===== src/rtl/kmeans_mem_sched_if.sv =====
// rtl/kmeans_mem_sched_if.sv - bus bundle between the k-means memory scheduler and its environment
// Purpose: groups the input stream, the single-port SRAM port, the point stream
//          and the iteration control/status lines of kmeans_mem_sched.
// Ports (master = scheduler side):
//   in_valid/in_data            header + point words into the scheduler
//   mem_ce/mem_we/mem_addr/mem_wdata/mem_rdata   SRAM port
//   pt_valid/pt_data/pt_last/pt_ready            point stream to the datapath
//   sweep_start/iter_idx/dp_done/busy/done/err   iteration control and status
interface kmeans_mem_sched_if #(
  parameter int DW = 16,
  parameter int AW = 12
);
  logic          in_valid;
  logic [DW-1:0] in_data;
  logic          mem_ce;
  logic          mem_we;
  logic [AW-1:0] mem_addr;
  logic [DW-1:0] mem_wdata;
  logic [DW-1:0] mem_rdata;
  logic          pt_valid;
  logic [DW-1:0] pt_data;
  logic          pt_last;
  logic          pt_ready;
  logic          sweep_start;
  logic [7:0]    iter_idx;
  logic          dp_done;
  logic          busy;
  logic          done;
  logic          err;

  modport master (
    input  in_valid, in_data, mem_rdata, pt_ready, dp_done,
    output mem_ce, mem_we, mem_addr, mem_wdata,
    output pt_valid, pt_data, pt_last, sweep_start, iter_idx, busy, done, err
  );

  modport slave (
    output in_valid, in_data, mem_rdata, pt_ready, dp_done,
    input  mem_ce, mem_we, mem_addr, mem_wdata,
    input  pt_valid, pt_data, pt_last, sweep_start, iter_idx, busy, done, err
  );
endinterface


===== src/rtl/kmeans_mem_sched.sv =====
// rtl/kmeans_mem_sched.sv - point-memory scheduler for the k-means engine
// Purpose: parses a two-word header (point count n, iteration count), loads n
//          points into a single-port SRAM, then replays them to the datapath
//          once per iteration through a two-entry buffer, waiting for the
//          datapath's end-of-iteration pulse between sweeps.
// Ports:
//   clk  rising-edge clock
//   rst  synchronous active-high reset
//   bus  kmeans_mem_sched_if.master (stream in, SRAM port, point stream, status)
module kmeans_mem_sched #(
  parameter int DW = 16,
  parameter int AW = 12
) (
  input  logic                  clk,
  input  logic                  rst,
  kmeans_mem_sched_if.master    bus
);

  typedef enum logic [2:0] {IDLE, HDR1, LOAD, SWEEP, WAIT_DP, DONE} state_t;

  state_t        state, state_nxt;
  logic [AW:0]   n_q;
  logic [AW:0]   rptr_q;
  logic [AW-1:0] wcnt_q;
  logic [7:0]    iter_q;
  logic [7:0]    iter_idx_q;
  logic          err_q;
  logic          sweep_start_q;
  logic          rd_inflight_q;
  logic          rd_last_q;
  logic [DW-1:0] fifo_data_q [2];
  logic [1:0]    fifo_last_q;
  logic [1:0]    fifo_cnt_q;

  logic          hdr_bad;
  logic          pt_valid_w;
  logic          pop;
  logic          last_pop;
  logic          rd_issue;
  logic [2:0]    occ;
  logic          sweep_entry;
  logic          final_iter;

  // n must lie in 1..2^AW; anything else is rejected without leaving IDLE.
  assign hdr_bad    = (bus.in_data == '0) || (32'(bus.in_data) > (32'd1 << AW));
  assign pt_valid_w = (fifo_cnt_q != 2'd0);
  assign pop        = pt_valid_w & bus.pt_ready;
  assign last_pop   = pop & fifo_last_q[0];
  // Buffered entries plus the read still in flight, less what leaves this
  // cycle, must stay below 2 so a returning read always finds a free slot.
  assign occ        = 3'(fifo_cnt_q) + 3'(rd_inflight_q);
  assign rd_issue   = (state == SWEEP) && (rptr_q < n_q) && ((occ - 3'(pop)) < 3'd2);
  assign final_iter = (iter_idx_q == iter_q - 8'd1);
  assign sweep_entry = (state_nxt == SWEEP) && (state != SWEEP);

  always_comb begin
    state_nxt     = state;
    bus.mem_ce    = 1'b0;
    bus.mem_we    = 1'b0;
    bus.mem_addr  = '0;
    bus.mem_wdata = '0;
    case (state)
      IDLE:    if (bus.in_valid && !hdr_bad) state_nxt = HDR1;
      HDR1:    if (bus.in_valid) state_nxt = LOAD;
      LOAD: begin
        bus.mem_ce    = bus.in_valid;
        bus.mem_we    = bus.in_valid;
        bus.mem_addr  = wcnt_q;
        bus.mem_wdata = bus.in_data;
        if (bus.in_valid && ({1'b0, wcnt_q} == n_q - (AW+1)'(1))) state_nxt = SWEEP;
      end
      SWEEP: begin
        bus.mem_ce   = rd_issue;
        bus.mem_addr = rptr_q[AW-1:0];
        if (last_pop) state_nxt = WAIT_DP;
      end
      WAIT_DP: if (bus.dp_done) state_nxt = final_iter ? DONE : SWEEP;
      DONE:    state_nxt = IDLE;
      default: state_nxt = IDLE;
    endcase
  end

  always_ff @(posedge clk) begin
    if (rst) begin
      state          <= IDLE;
      n_q            <= '0;
      rptr_q         <= '0;
      wcnt_q         <= '0;
      iter_q         <= '0;
      iter_idx_q     <= '0;
      err_q          <= 1'b0;
      sweep_start_q  <= 1'b0;
      rd_inflight_q  <= 1'b0;
      rd_last_q      <= 1'b0;
      fifo_data_q[0] <= '0;
      fifo_data_q[1] <= '0;
      fifo_last_q    <= '0;
      fifo_cnt_q     <= '0;
    end else begin
      state         <= state_nxt;
      err_q         <= (state == IDLE) && bus.in_valid && hdr_bad;
      sweep_start_q <= sweep_entry;

      if (state == IDLE && bus.in_valid) n_q <= bus.in_data[AW:0];
      if (state == HDR1 && bus.in_valid) begin
        iter_q <= (bus.in_data[7:0] == 8'd0) ? 8'd1 : bus.in_data[7:0];
        wcnt_q <= '0;
      end
      if (state == LOAD && bus.in_valid) wcnt_q <= wcnt_q + AW'(1);

      if (sweep_entry) rptr_q <= '0;
      else if (rd_issue) rptr_q <= rptr_q + (AW+1)'(1);

      if (state == WAIT_DP && bus.dp_done && !final_iter) iter_idx_q <= iter_idx_q + 8'd1;
      else if (state == DONE) iter_idx_q <= '0;

      // SRAM returns data one cycle after the read; tag it with its last flag.
      rd_inflight_q <= rd_issue;
      rd_last_q     <= (rptr_q == n_q - (AW+1)'(1));

      case ({rd_inflight_q, pop})
        2'b10: begin
          if (fifo_cnt_q == 2'd0) begin
            fifo_data_q[0] <= bus.mem_rdata;
            fifo_last_q[0] <= rd_last_q;
          end else begin
            fifo_data_q[1] <= bus.mem_rdata;
            fifo_last_q[1] <= rd_last_q;
          end
          fifo_cnt_q <= fifo_cnt_q + 2'd1;
        end
        2'b01: begin
          fifo_data_q[0] <= fifo_data_q[1];
          fifo_last_q[0] <= fifo_last_q[1];
          fifo_cnt_q     <= fifo_cnt_q - 2'd1;
        end
        2'b11: begin
          if (fifo_cnt_q == 2'd1) begin
            fifo_data_q[0] <= bus.mem_rdata;
            fifo_last_q[0] <= rd_last_q;
          end else begin
            fifo_data_q[0] <= fifo_data_q[1];
            fifo_last_q[0] <= fifo_last_q[1];
            fifo_data_q[1] <= bus.mem_rdata;
            fifo_last_q[1] <= rd_last_q;
          end
        end
        default: ;
      endcase
    end
  end

  assign bus.pt_valid    = pt_valid_w;
  assign bus.pt_data     = pt_valid_w ? fifo_data_q[0] : '0;
  assign bus.pt_last     = pt_valid_w & fifo_last_q[0];
  assign bus.sweep_start = sweep_start_q;
  assign bus.iter_idx    = iter_idx_q;
  assign bus.busy        = (state != IDLE);
  assign bus.done        = (state == DONE);
  assign bus.err         = err_q;

endmodule


===== src/flat_wrapper.sv =====
// flat-port wrapper written by rule: the top's interface ports become plain ports
module kmeans_mem_sched_flat 
#(
  parameter int DW = 16,
  parameter int AW = 12
)
  (clk, rst, bus_in_valid, bus_in_data, bus_mem_rdata, bus_pt_ready, bus_dp_done, bus_mem_ce, bus_mem_we, bus_mem_addr, bus_mem_wdata, bus_pt_valid, bus_pt_data, bus_pt_last, bus_sweep_start, bus_iter_idx, bus_busy, bus_done, bus_err);
  kmeans_mem_sched_if #(.DW(DW), .AW(AW)) bus_i ();
  input  logic clk;
  input  logic rst;
  input wire logic [$bits(bus_i.in_valid)-1:0] bus_in_valid;
  input wire logic [$bits(bus_i.in_data)-1:0] bus_in_data;
  input wire logic [$bits(bus_i.mem_rdata)-1:0] bus_mem_rdata;
  input wire logic [$bits(bus_i.pt_ready)-1:0] bus_pt_ready;
  input wire logic [$bits(bus_i.dp_done)-1:0] bus_dp_done;
  output wire logic [$bits(bus_i.mem_ce)-1:0] bus_mem_ce;
  output wire logic [$bits(bus_i.mem_we)-1:0] bus_mem_we;
  output wire logic [$bits(bus_i.mem_addr)-1:0] bus_mem_addr;
  output wire logic [$bits(bus_i.mem_wdata)-1:0] bus_mem_wdata;
  output wire logic [$bits(bus_i.pt_valid)-1:0] bus_pt_valid;
  output wire logic [$bits(bus_i.pt_data)-1:0] bus_pt_data;
  output wire logic [$bits(bus_i.pt_last)-1:0] bus_pt_last;
  output wire logic [$bits(bus_i.sweep_start)-1:0] bus_sweep_start;
  output wire logic [$bits(bus_i.iter_idx)-1:0] bus_iter_idx;
  output wire logic [$bits(bus_i.busy)-1:0] bus_busy;
  output wire logic [$bits(bus_i.done)-1:0] bus_done;
  output wire logic [$bits(bus_i.err)-1:0] bus_err;
  assign bus_i.in_valid = bus_in_valid;
  assign bus_i.in_data = bus_in_data;
  assign bus_i.mem_rdata = bus_mem_rdata;
  assign bus_i.pt_ready = bus_pt_ready;
  assign bus_i.dp_done = bus_dp_done;
  assign bus_mem_ce = bus_i.mem_ce;
  assign bus_mem_we = bus_i.mem_we;
  assign bus_mem_addr = bus_i.mem_addr;
  assign bus_mem_wdata = bus_i.mem_wdata;
  assign bus_pt_valid = bus_i.pt_valid;
  assign bus_pt_data = bus_i.pt_data;
  assign bus_pt_last = bus_i.pt_last;
  assign bus_sweep_start = bus_i.sweep_start;
  assign bus_iter_idx = bus_i.iter_idx;
  assign bus_busy = bus_i.busy;
  assign bus_done = bus_i.done;
  assign bus_err = bus_i.err;
  kmeans_mem_sched #(.DW(DW), .AW(AW)) u_core (.clk(clk), .rst(rst), .bus(bus_i));
endmodule

===== config.mk =====
export PLATFORM = sky130hd
export DESIGN_NAME = kmeans_mem_sched_flat
export DESIGN_NICKNAME = d
export VERILOG_FILES = /design/src/rtl/kmeans_mem_sched_if.sv /design/src/rtl/kmeans_mem_sched.sv /design/src/flat_wrapper.sv
export SDC_FILE = /design/constraint.sdc
export NUM_CORES = 1
export LEC_CHECK = 0
export ABC_CLOCK_PERIOD_IN_PS = 10090
export CAP_MARGIN = 5
export CORE_MARGIN = 3
export CORE_UTILIZATION = 66
export CTS_CLUSTER_SIZE = 24
export DETAILED_ROUTE_END_ITERATION = 12
export DONT_BUFFER_PORTS = 1
export GPL_TIMING_DRIVEN = 0
export PLACE_DENSITY = 0.82
export SYNTH_ARGS = -nofsm -noshare
export SYNTH_HDL_FRONTEND = slang
export SYNTH_SLANG_ARGS = --single-unit

===== constraint.sdc =====
create_clock -name clk -period 10.09 [get_ports clk]
set_input_delay 2.5225 -clock clk [delete_from_list [all_inputs] [get_ports clk]]
set_output_delay 2.5225 -clock clk [all_outputs]
set_load 0.03 [all_outputs]

==> flow_metrics.py, run 1 <==
metrics = {
    "run_status": {
        "status": "completed",
    },
    "sta": {
        "hold_viol": 0,
        "slew_viol_final": 0,
        "worst_slew_pin_slew_ns": 0.902,
        "slew_headroom": 0.399,
        "finalSetupViolations": 0,
        "fin_worst_skew_ns": 0.00950,
        "final.setup.tns_ns": 0,
        "fin_crit_ns": 7.97,
        "fin_crit_sh": 0.790,
        "max_freq_mhz": 125,
        "rsz0062_at_grt": "false",
    },
    "place": {
        "detailed_place_hpwl_um": 11300,
        "io_buffers": 0,
        "place_congestion": 0.968,
    },
    "clocking": {
        "tritoncts": "built",
        "cts_resized": 0,
        "clockBufferDepth": 2,
        "cts_buffers": 9,
        "numClockSinks": 97,
        "cts_setup_buffers": 0,
        "clkTransAtPathRegs_ns": 0.10,
        "cts_root_buf": "clkbuf_8",
        "h-tree-depth": 3,
        "clkLatencyLatePin_ns": 0.37,
        "hold_buffers": 0,
    },
    "setup_path": {
        "criticalPathCategory": "in2out",
        "rr_endpoint": "u_core.rptr_q[10]",
        "reg2reg_slack_ns": 6.21,
        "r2r_cells": 14,
        "startpoint": "bus_pt_ready",
        "crit_arrival_ns": 5.45,
        "path_max_fanout": 10,
        "r2r_start": "u_core.fifo_cnt_q[1]",
        "start_kind": "input pin",
        "critPathCaptureType": "output port",
        "required_ns": 7.57,
    },
    "global_routing": {
        "grt_overflow": 0,
        "grt_pass1_vias": 5027,
        "grtUsageTotal": 0.296,
        "grt_max_degree": 19,
        "antenna_found_initial": 0,
        "grt_pass1_wl_um": 24200,
    },
    "drt": {
        "vias_per_cell": 6.38,
        "wl_per_cell_um": 18.3,
        "routed_wl_um": 15000,
        "route.detailed.drc": 0,
        "vias": 5226,
        "drtIter0Drc": 274,
        "ant_nets": 0,
        "drt_first_pass_iters": 4,
    },
    "die": {
        "initial_utilization": 0.685,
        "die_area_um2": 10300,
        "row_count": 34,
        "core_um2": 8760,
        "num_io_pins": 97,
        "die_y_um": 101,
        "die_x_um": 101,
    },
    "pwr": {
        "ir_worst_vdd_uv": 99.8,
        "pwr-share-seq": 0.536,
        "power_density_nw_per_um2": 126,
        "p_leak_uw": 0.00227,
        "p_clk_frac": 0.312,
        "p_sw_uw": 243,
        "swShare": 0.306,
        "fin_total_pwr_uw": 795,
        "p_int_uw": 552,
        "comb_power_share": 0.152,
    },
    "logic_synthesis": {
        "postSynth.asyncResetShare": 0,
        "yosysTopAreaCellShare": 0.217,
        "ys_top_cells_by_area": "dfxtp_1 (22%), edfxtp_1 (16%), xnor2_1 (5.4%), ha_1 (4.8%), nand2_1 (4.7%)",
        "yosysTopAreaCell": "dfxtp_1",
        "avgSynthCellArea_um2": 8.65,
        "synth_cell_types": 69,
        "yosysSeqAreaShare": 0.377,
        "synth-edff-count": 32,
        "synth-main-ff-cell": "dfxtp_1",
        "ys_warn_count": 0,
        "syn_nets": 755,
        "synth_area_um2": 6000,
        "syn_inst": 694,
        "ys_seq_elements": 97,
    },
    "flow_run": {
        "drv_cap": 0,
    },
    "min_path": {
        "min_path_cells": 2,
        "hold_end": "u_core.fifo_last_q[0]",
        "hold_start": "u_core.fifo_last_q[1]",
        "hold_path_class": "reg2reg",
    },
    "cells_and_area": {
        "syn2layout_area_growth_pct": 5.48,
        "final_nets": 767,
        "drive_gt1_frac": 0.0633,
        "final_core_util": 0.723,
        "antenna_cells": 0,
    },
}
## critical path: stages
cell and delay (ns):
nor2b_1 0.38, ha_1 0.35, nand2b_1 0.18, fa_1 0.38, xor2_1 0.15, a2111oi_0 0.40
o2111a_1 0.24, o21ai_1 0.18, clkbuf_1 0.33, nand2_1 0.34
## Yosys cell counts, drive strengths merged, types with 9 or more instances
master and n:
a21oi 48, a22o 22, and2 38, and3 10, clkbuf 33, dfxtp 65, edfxtp 32, ha 23
inv 25, mux2i 10, nand2 75, nand2b 9, nand3 20, nand4 9, nor2 53, nor2b 22
nor3 28, o21ai 20, or3 9, xnor2 37, xor2 18
## kinds of logic after synthesis
group | count (synthesis) | share of synthesized area
AND/OR/NAND/NOR | 304 | 0.273
flip-flops | 97 | 0.377
XOR/XNOR | 55 | 0.0802
adder cells (fa/ha/maj) | 24 | 0.0513
AO/OA/AOI/OAI | 136 | 0.154
buffers and inverters | 67 | 0.0459
multiplexers | 11 | 0.0185
## layout make-up
| cell class | instances | area (um2) |
|---|---|---|
| clock inverters | 7 | 58.8 |
| clock buffers | 9 | 124 |
| inverters | 26 | 97.6 |
| well taps | 108 | 135 |
| fillers | 697 | 2430 |
| plain buffers | 41 | 178 |
| flip-flops and latches | 97 | 2260 |
| multi-input cells | 530 | 3470 |
| repair buffers | 1 | 11.3 |
## sequential cells by signal (all words and copies together), names as in the netlist, 2 cells and up
name and count:
u_core.bus.iter_idx 8, u_core.fifo_cnt_q 2, u_core.fifo_data_q 32, u_core.fifo_last_q 2, u_core.iter_q 8, u_core.n_q 13, u_core.rptr_q 13, u_core.state 3
u_core.wcnt_q 12
## how the worst max path moves through the flow
stage / endpoint / slack, ns / cells after the start
finish: bus_mem_ce / 2.12 / 10
global route: bus_mem_ce / 1.93 / 10
CTS: bus_mem_ce / 2.15 / 10
detailed placement: bus_mem_ce / 2.16 / 10
global placement: bus_mem_ce / 2.22 / 10
floorplan: bus_mem_ce / 2.59 / 10
## metal layers
metal / track usage / wire length [um] / share of wire
met2: 0.488 / 7310 / 0.49
met1: 0.373 / 6220 / 0.42
met3: 0.0723 / 1050 / 0.070
met4: 0.117 / 393 / 0.026
met5: 0 / 0 / 0
## through the flow
step | std cells | setup WS (ns) | hold WS, ns | instance area (um2)
detailed placement | 803 | 2.16 | 0.492 | 6150
global route | 819 | 1.93 | 0.535 | 6330
finish | 819 | 2.12 | 0.513 | 6330
CTS | 819 | 2.15 | 0.514 | 6330
global placement | 802 | 2.22 | 0.472 | 6140
floorplan | 694 | 2.59 | 0.457 | 6000
## placed cells by master (no fill, tap or decap), drive strengths merged, types with 6 or more instances in the layout
cell / Yosys / layout
and3: 10 / 10
a21oi: 48 / 48
buf: 8 / 9
o21ai: 20 / 20
or3: 9 / 9
xnor2: 37 / 37
dfxtp: 65 / 65
nand2: 75 / 75
nand3b: 6 / 6
nand4: 9 / 9
nand2b: 9 / 9
mux2i: 10 / 10
clkbuf: 33 / 42
nor4: 8 / 8
nor2b: 22 / 22
a211oi: 8 / 8
xor2: 18 / 18
a22o: 22 / 22
nor3: 28 / 28
and2: 38 / 38
nor2: 53 / 53
ha: 23 / 23
inv: 25 / 29
edfxtp: 32 / 32
nand3: 20 / 20
## power groups by stage
stage	combinational (uW)	clock (uW)	sequential, uW
floorplan	97.4	0	433
global placement	115	0	435
detailed placement	120	0	435
CTS	120	250	426
global route	133	262	428
finish	121	248	427
Power figures use the tool's default switching activity.
==> inputs of run 2 (changes only) <==
- ABC_CLOCK_PERIOD_IN_PS: 10090 -> 7800
- CORE_UTILIZATION: 66 -> 64
- PLACE_DENSITY: 0.82 -> 0.8
- clock period: 10.09 -> 7.8 ns (I/O delays scaled with it)
==> run 2 against run 1 <==
Effect of this change:
- via count down 1.6%
- total power up 30%
- count of clock-buffer cells in the layout stayed put
- sequential share of layout area is 0.070 points lower
- combinational power rose by 30%
- cell area rose by 0.20%
==> flow_metrics.py, run 2 (synthesis gave the netlist of run 1 again) <==
metrics = {
    "run_status": {
        "status": "completed",
    },
    "pwr": {
        "ir_worst_vdd_uv": 130,
        "swShare": 0.306,
        "power_density_nw_per_um2": 163,
        "p_sw_uw": 316,
        "p_leak_uw": 0.00228,
        "pwr-share-seq": 0.534,
        "p_clk_frac": 0.314,
        "p_int_uw": 718,
        "comb_power_share": 0.152,
    },
    "place": {
        "detailed_place_hpwl_um": 11600,
        "io_buffers": 0,
        "place_congestion": 0.948,
        "placed_area_um2": 6150,
    },
    "sta": {
        "fin_worst_skew_ns": 0.0119,
        "final.setup.tns_ns": 0,
        "fin_crit_ns": 6.83,
        "finalSetupViolations": 0,
        "max_freq_mhz": 146,
        "worst_slew_pin_slew_ns": 0.899,
        "slew_headroom": 0.401,
        "rsz0062_at_grt": "false",
        "slew_viol_final": 0,
        "hold_viol": 0,
        "fin_crit_sh": 0.875,
    },
    "global_routing": {
        "grt_pass1_vias": 4944,
        "grtUsageTotal": 0.289,
        "antenna_found_initial": 0,
        "gr-usage-met2": 0.487,
        "grt_max_degree": 20,
        "grtUsageMet3": 0.0622,
        "grt_overflow": 0,
        "busiest_layer": "met2",
        "groute.layer.met1.usage": 0.374,
        "grt_pass1_wl_um": 24100,
    },
    "drt": {
        "drtIter0Drc": 290,
        "routed_wl_um": 15000,
        "vias": 5143,
        "drt_first_pass_iters": 5,
        "vias_per_cell": 6.28,
        "wl_per_cell_um": 18.3,
        "route.detailed.drc": 0,
        "ant_nets": 0,
    },
    "cells_and_area": {
        "syn2layout_area_growth_pct": 5.69,
        "final_common_cell": "nand2_1",
        "final_nets": 767,
        "n_fill_cell": 722,
        "antenna_cells": 0,
        "design_area_um2": 6340,
        "largest_registers": "u_core.fifo_data_q x32, u_core.n_q x13, u_core.rptr_q x13",
        "mostFrequentLayoutCells": "nand2_1 (75), dfxtp_1 (65), nor2_1 (53)",
        "multi_input_area_um2": 3470,
        "top_register": "u_core.fifo_data_q",
        "drive_gt1_frac": 0.0633,
        "largest_reg_flops": 32,
        "seq_area_um2": 2260,
    },
    "setup_path": {
        "criticalPathCategory": "in2out",
        "required_ns": 5.85,
        "crit_arrival_ns": 4.88,
        "start_kind": "input pin",
        "critPathCaptureType": "output port",
        "path_max_fanout": 10,
    },
    "die": {
        "initial_utilization": 0.672,
        "core_um2": 8930,
        "die_area_um2": 10600,
        "num_io_pins": 97,
        "die_x_um": 103,
        "die_y_um": 103,
        "row_count": 34,
    },
    "clocking": {
        "cts_root_buf": "clkbuf_8",
        "cts_setup_buffers": 0,
        "clockBufferDepth": 2,
        "hold_buffers": 0,
        "clkTransAtPathRegs_ns": 0.10,
        "cts_buffers": 9,
        "tritoncts": "built",
        "cts_resized": 0,
        "numClockSinks": 97,
        "clkLatencyLatePin_ns": 0.37,
        "h-tree-depth": 3,
    },
    "min_path": {
        "hold_path_class": "reg2reg",
    },
    "flow_run": {
        "drv_cap": 0,
    },
}
-- run 2: area by class of cell --
class / instances / share of cell area
Inverter: 26 / 0.0154
Tap cell: 108 / 0.0213
Sequential cell: 97 / 0.357
Timing Repair Buffer: 1 / 0.00177
Clock buffer: 9 / 0.0195
Clock inverter: 7 / 0.0112
Buffer: 41 / 0.0280
Multi-Input combinational cell: 530 / 0.546
-- run 2: critical path: stages --
cell and delay (ns):
nor2b_1 0.38, ha_1 0.36, nand2b_1 0.17, fa_1 0.38
xor2_1 0.16, a2111oi_0 0.41, o2111a_1 0.25, o21ai_1 0.18
clkbuf_1 0.31, nand2_1 0.33
-- run 2: routing by layer --
layer | vias up | part of all wire
li1 | 2470 | -
met4 | 0 | 0.020
met2 | 171 | 0.49
met3 | 30 | 0.070
met1 | 2472 | 0.42
met5 | - | 0
-- run 2: power groups by stage --
stage	Combinational (uW)	Clock (uW)	Sequential [uW]
2_1_floorplan	126	0	560
3_3_place_gp	151	0	562
3_5_place_dp	154	0	563
4_1_cts	155	326	551
5_1_grt	172	346	554
6_report	157	325	551
-- run 2: path summary, 6_finish.rpt --
check / startpoint / to / slack (ns) / depth (start not counted)
setup / recovery: bus_pt_ready / bus_mem_ce / 0.97 / 10
hold / removal: u_core.iter_q[1] / u_core.iter_q[1] / 0.52 / 2
setup reg to reg: u_core.fifo_cnt_q[1] / u_core.rptr_q[10] / 3.89 / 14
hold reg to reg: u_core.iter_q[1] / u_core.iter_q[1] / 0.52 / 2
-- run 2: metrics by stage --
step | setup WS (ns) | hold slack [ns] | total power, uW | instances | util
after global placement | 1.03 | 0.471 | 713 | 802 | 0.687
final | 0.973 | 0.519 | 1030 | 819 | 0.710
after CTS | 0.955 | 0.515 | 1030 | 819 | 0.710
after global routing | 0.809 | 0.530 | 1070 | 819 | 0.710
after detailed placement | 0.971 | 0.490 | 717 | 803 | 0.688
after floorplan | 1.44 | 0.457 | 686 | 694 | -
==> inputs of run 3 (changes only) <==
- PLACE_DENSITY: 0.8 -> 0.79
==> run 3 against run 2 <==
Effect of this change:
- via count down 0.91%
- largest cell class unchanged
- register-to-register slack better by 0.04 ns
- critical endpoint unchanged
- core utilization up 0.21 points
- first-iteration DRC count down 9.3%
==> flow_metrics.py, run 3 (synthesis gave the netlist of run 1 again) <==
metrics = {
    "place": {
        "detailed_place_hpwl_um": 11300,
        "io_buffers": 0,
        "place_congestion": 0.927,
    },
    "clocking": {
        "cts_resized": 0,
        "clockBufferDepth": 2,
        "hold_buffers": 0,
        "cts_setup_buffers": 0,
        "tritoncts": "built",
        "numClockSinks": 97,
        "clkLatencyLatePin_ns": 0.38,
        "clkTransAtPathRegs_ns": 0.10,
        "cts_buffers": 9,
        "cts_root_buf": "clkbuf_8",
        "h-tree-depth": 3,
    },
    "sta": {
        "worst_slew_pin_slew_ns": 0.856,
        "slew_headroom": 0.429,
        "fin_worst_skew_ns": 0.0104,
        "hold_viol": 0,
        "final.setup.tns_ns": 0,
        "rsz0062_at_grt": "false",
        "slew_viol_final": 0,
        "fin_crit_ns": 6.81,
        "max_freq_mhz": 147,
        "finalSetupViolations": 0,
        "fin_crit_sh": 0.873,
        "holdWs_ns": 0.501,
    },
    "drt": {
        "vias_per_cell": 6.22,
        "route.detailed.drc": 0,
        "routed_wl_um": 14700,
        "wl_per_cell_um": 18.0,
        "drtIter0Drc": 263,
        "ant_nets": 0,
        "drt_first_pass_iters": 7,
        "vias": 5096,
    },
    "cells_and_area": {
        "final_common_cell": "nand2_1",
        "n_fill_cell": 738,
        "final_core_util": 0.712,
        "antenna_cells": 0,
        "mostFrequentLayoutCells": "nand2_1 (75), dfxtp_1 (65), nor2_1 (53)",
        "largest_registers": "u_core.fifo_data_q x32, u_core.n_q x13, u_core.rptr_q x13",
        "drive_gt1_frac": 0.0633,
        "largest_reg_flops": 32,
        "top_register": "u_core.fifo_data_q",
        "syn2layout_area_growth_pct": 6.00,
        "final_nets": 767,
    },
    "setup_path": {
        "r2r_start": "u_core.fifo_cnt_q[1]",
        "criticalPathCategory": "in2out",
        "setup.worst_path.end": "bus_mem_ce",
        "critPathCaptureType": "output port",
        "worstPathCellList": "nor2b_1 -> ha_1 -> nand2b_1 -> fa_1 -> xor2_1 -> a2111oi_0 -> o2111a_1 -> o21ai_1 -> clkbuf_1 -> nand2_1",
        "rr_endpoint": "u_core.rptr_q[8]",
        "critPathMaxStageDelay_ns": 0.39,
        "cp_num_buf_inv": 1,
        "required_ns": 5.85,
        "r2r_cells": 14,
        "start_kind": "input pin",
        "path_max_fanout": 10,
        "critical-path-top-delay-family": "simple AND/OR/NAND/NOR gates",
        "cp.depth": 10,
        "reg2reg_slack_ns": 3.93,
        "cpMaxStageDelayCell": "a2111oi_0",
        "startpoint": "bus_pt_ready",
        "crit_arrival_ns": 4.86,
    },
    "min_path": {
        "hold_path_class": "reg2reg",
    },
    "global_routing": {
        "grt_pass1_vias": 4880,
        "grt_overflow": 0,
        "antenna_found_initial": 0,
        "grt_max_degree": 20,
        "grt_pass1_wl_um": 24000,
        "grtUsageTotal": 0.289,
    },
    "die": {
        "die_y_um": 103,
        "core_um2": 8930,
        "die_area_um2": 10600,
        "num_io_pins": 97,
        "row_count": 34,
        "die_x_um": 103,
        "initial_utilization": 0.672,
    },
    "flow_run": {
        "drv_cap": 0,
    },
    "pwr": {
        "ir_worst_vdd_uv": 163,
        "fin_total_pwr_uw": 1060,
        "p_leak_uw": 0.00229,
        "power_density_nw_per_um2": 167,
    },
    "run_status": {
        "status": "completed",
    },
}
-- run 3: through the flow --
stage | instances | area [um2] | setup slack, ns
floorplan | 694 | 6000 | 1.44
global placement | 802 | 6140 | 1.07
detailed placement | 803 | 6150 | 1.04
CTS | 819 | 6360 | 1.02
global route | 819 | 6360 | 0.781
finish | 819 | 6360 | 0.987
-- run 3: how the worst min path moves through the flow --
stage	from	end	slack, ns	depth (start not counted)
global route	u_core.iter_q[1]	u_core.iter_q[1]	0.54	2
global placement	u_core.iter_q[1]	u_core.iter_q[1]	0.48	2
floorplan	u_core.fifo_last_q[1]	u_core.fifo_last_q[1]	0.46	2
CTS	u_core.iter_q[1]	u_core.iter_q[1]	0.51	2
detailed placement	u_core.iter_q[1]	u_core.iter_q[1]	0.49	2
finish	u_core.iter_q[1]	u_core.iter_q[1]	0.50	2
-- run 3: final cells by class --
cell class	count	area, um2	share of cell area
Multi-Input combinational cell	530	3470	0.545
Sequential cell	97	2260	0.355
Buffer	41	178	0.0279
Tap cell	108	135	0.0212
Clock buffer	9	124	0.0195
Inverter	26	97.6	0.0153
Clock inverter	7	90.1	0.0142
Timing Repair Buffer	1	11.3	0.00177
-- run 3: routing by layer --
layer | global-route usage | routed length, um | vias up
met5 | 0 | 0 | -
met3 | 0.0778 | 1070 | 26
met4 | 0.101 | 261 | 0
met2 | 0.481 | 7200 | 154
li1 | - | - | 2473
met1 | 0.364 | 6170 | 2443
-- run 3: power breakdown --
part	total, uW	leakage (uW)	switching [uW]	internal (uW)
combinational	157	0.00133	105	51.4
clock	355	0.000110	198	158
sequential	551	0.000858	9.94	541
total	1060	0.00229	313	751
-- run 3: worst reg2reg max path, cell delays in order, from the launching register on --
cell and delay (ns):
dfxtp_1 0.40, inv_1 0.10, ha_1 0.24, nor2b_1 0.40
ha_1 0.36, nand2b_1 0.18, fa_1 0.38, xor2_1 0.17
a2111oi_0 0.39, o2111a_1 0.23, o21ai_1 0.17, clkbuf_1 0.31
nor2_1 0.20, xnor2_1 0.15, nor3_2 0.05
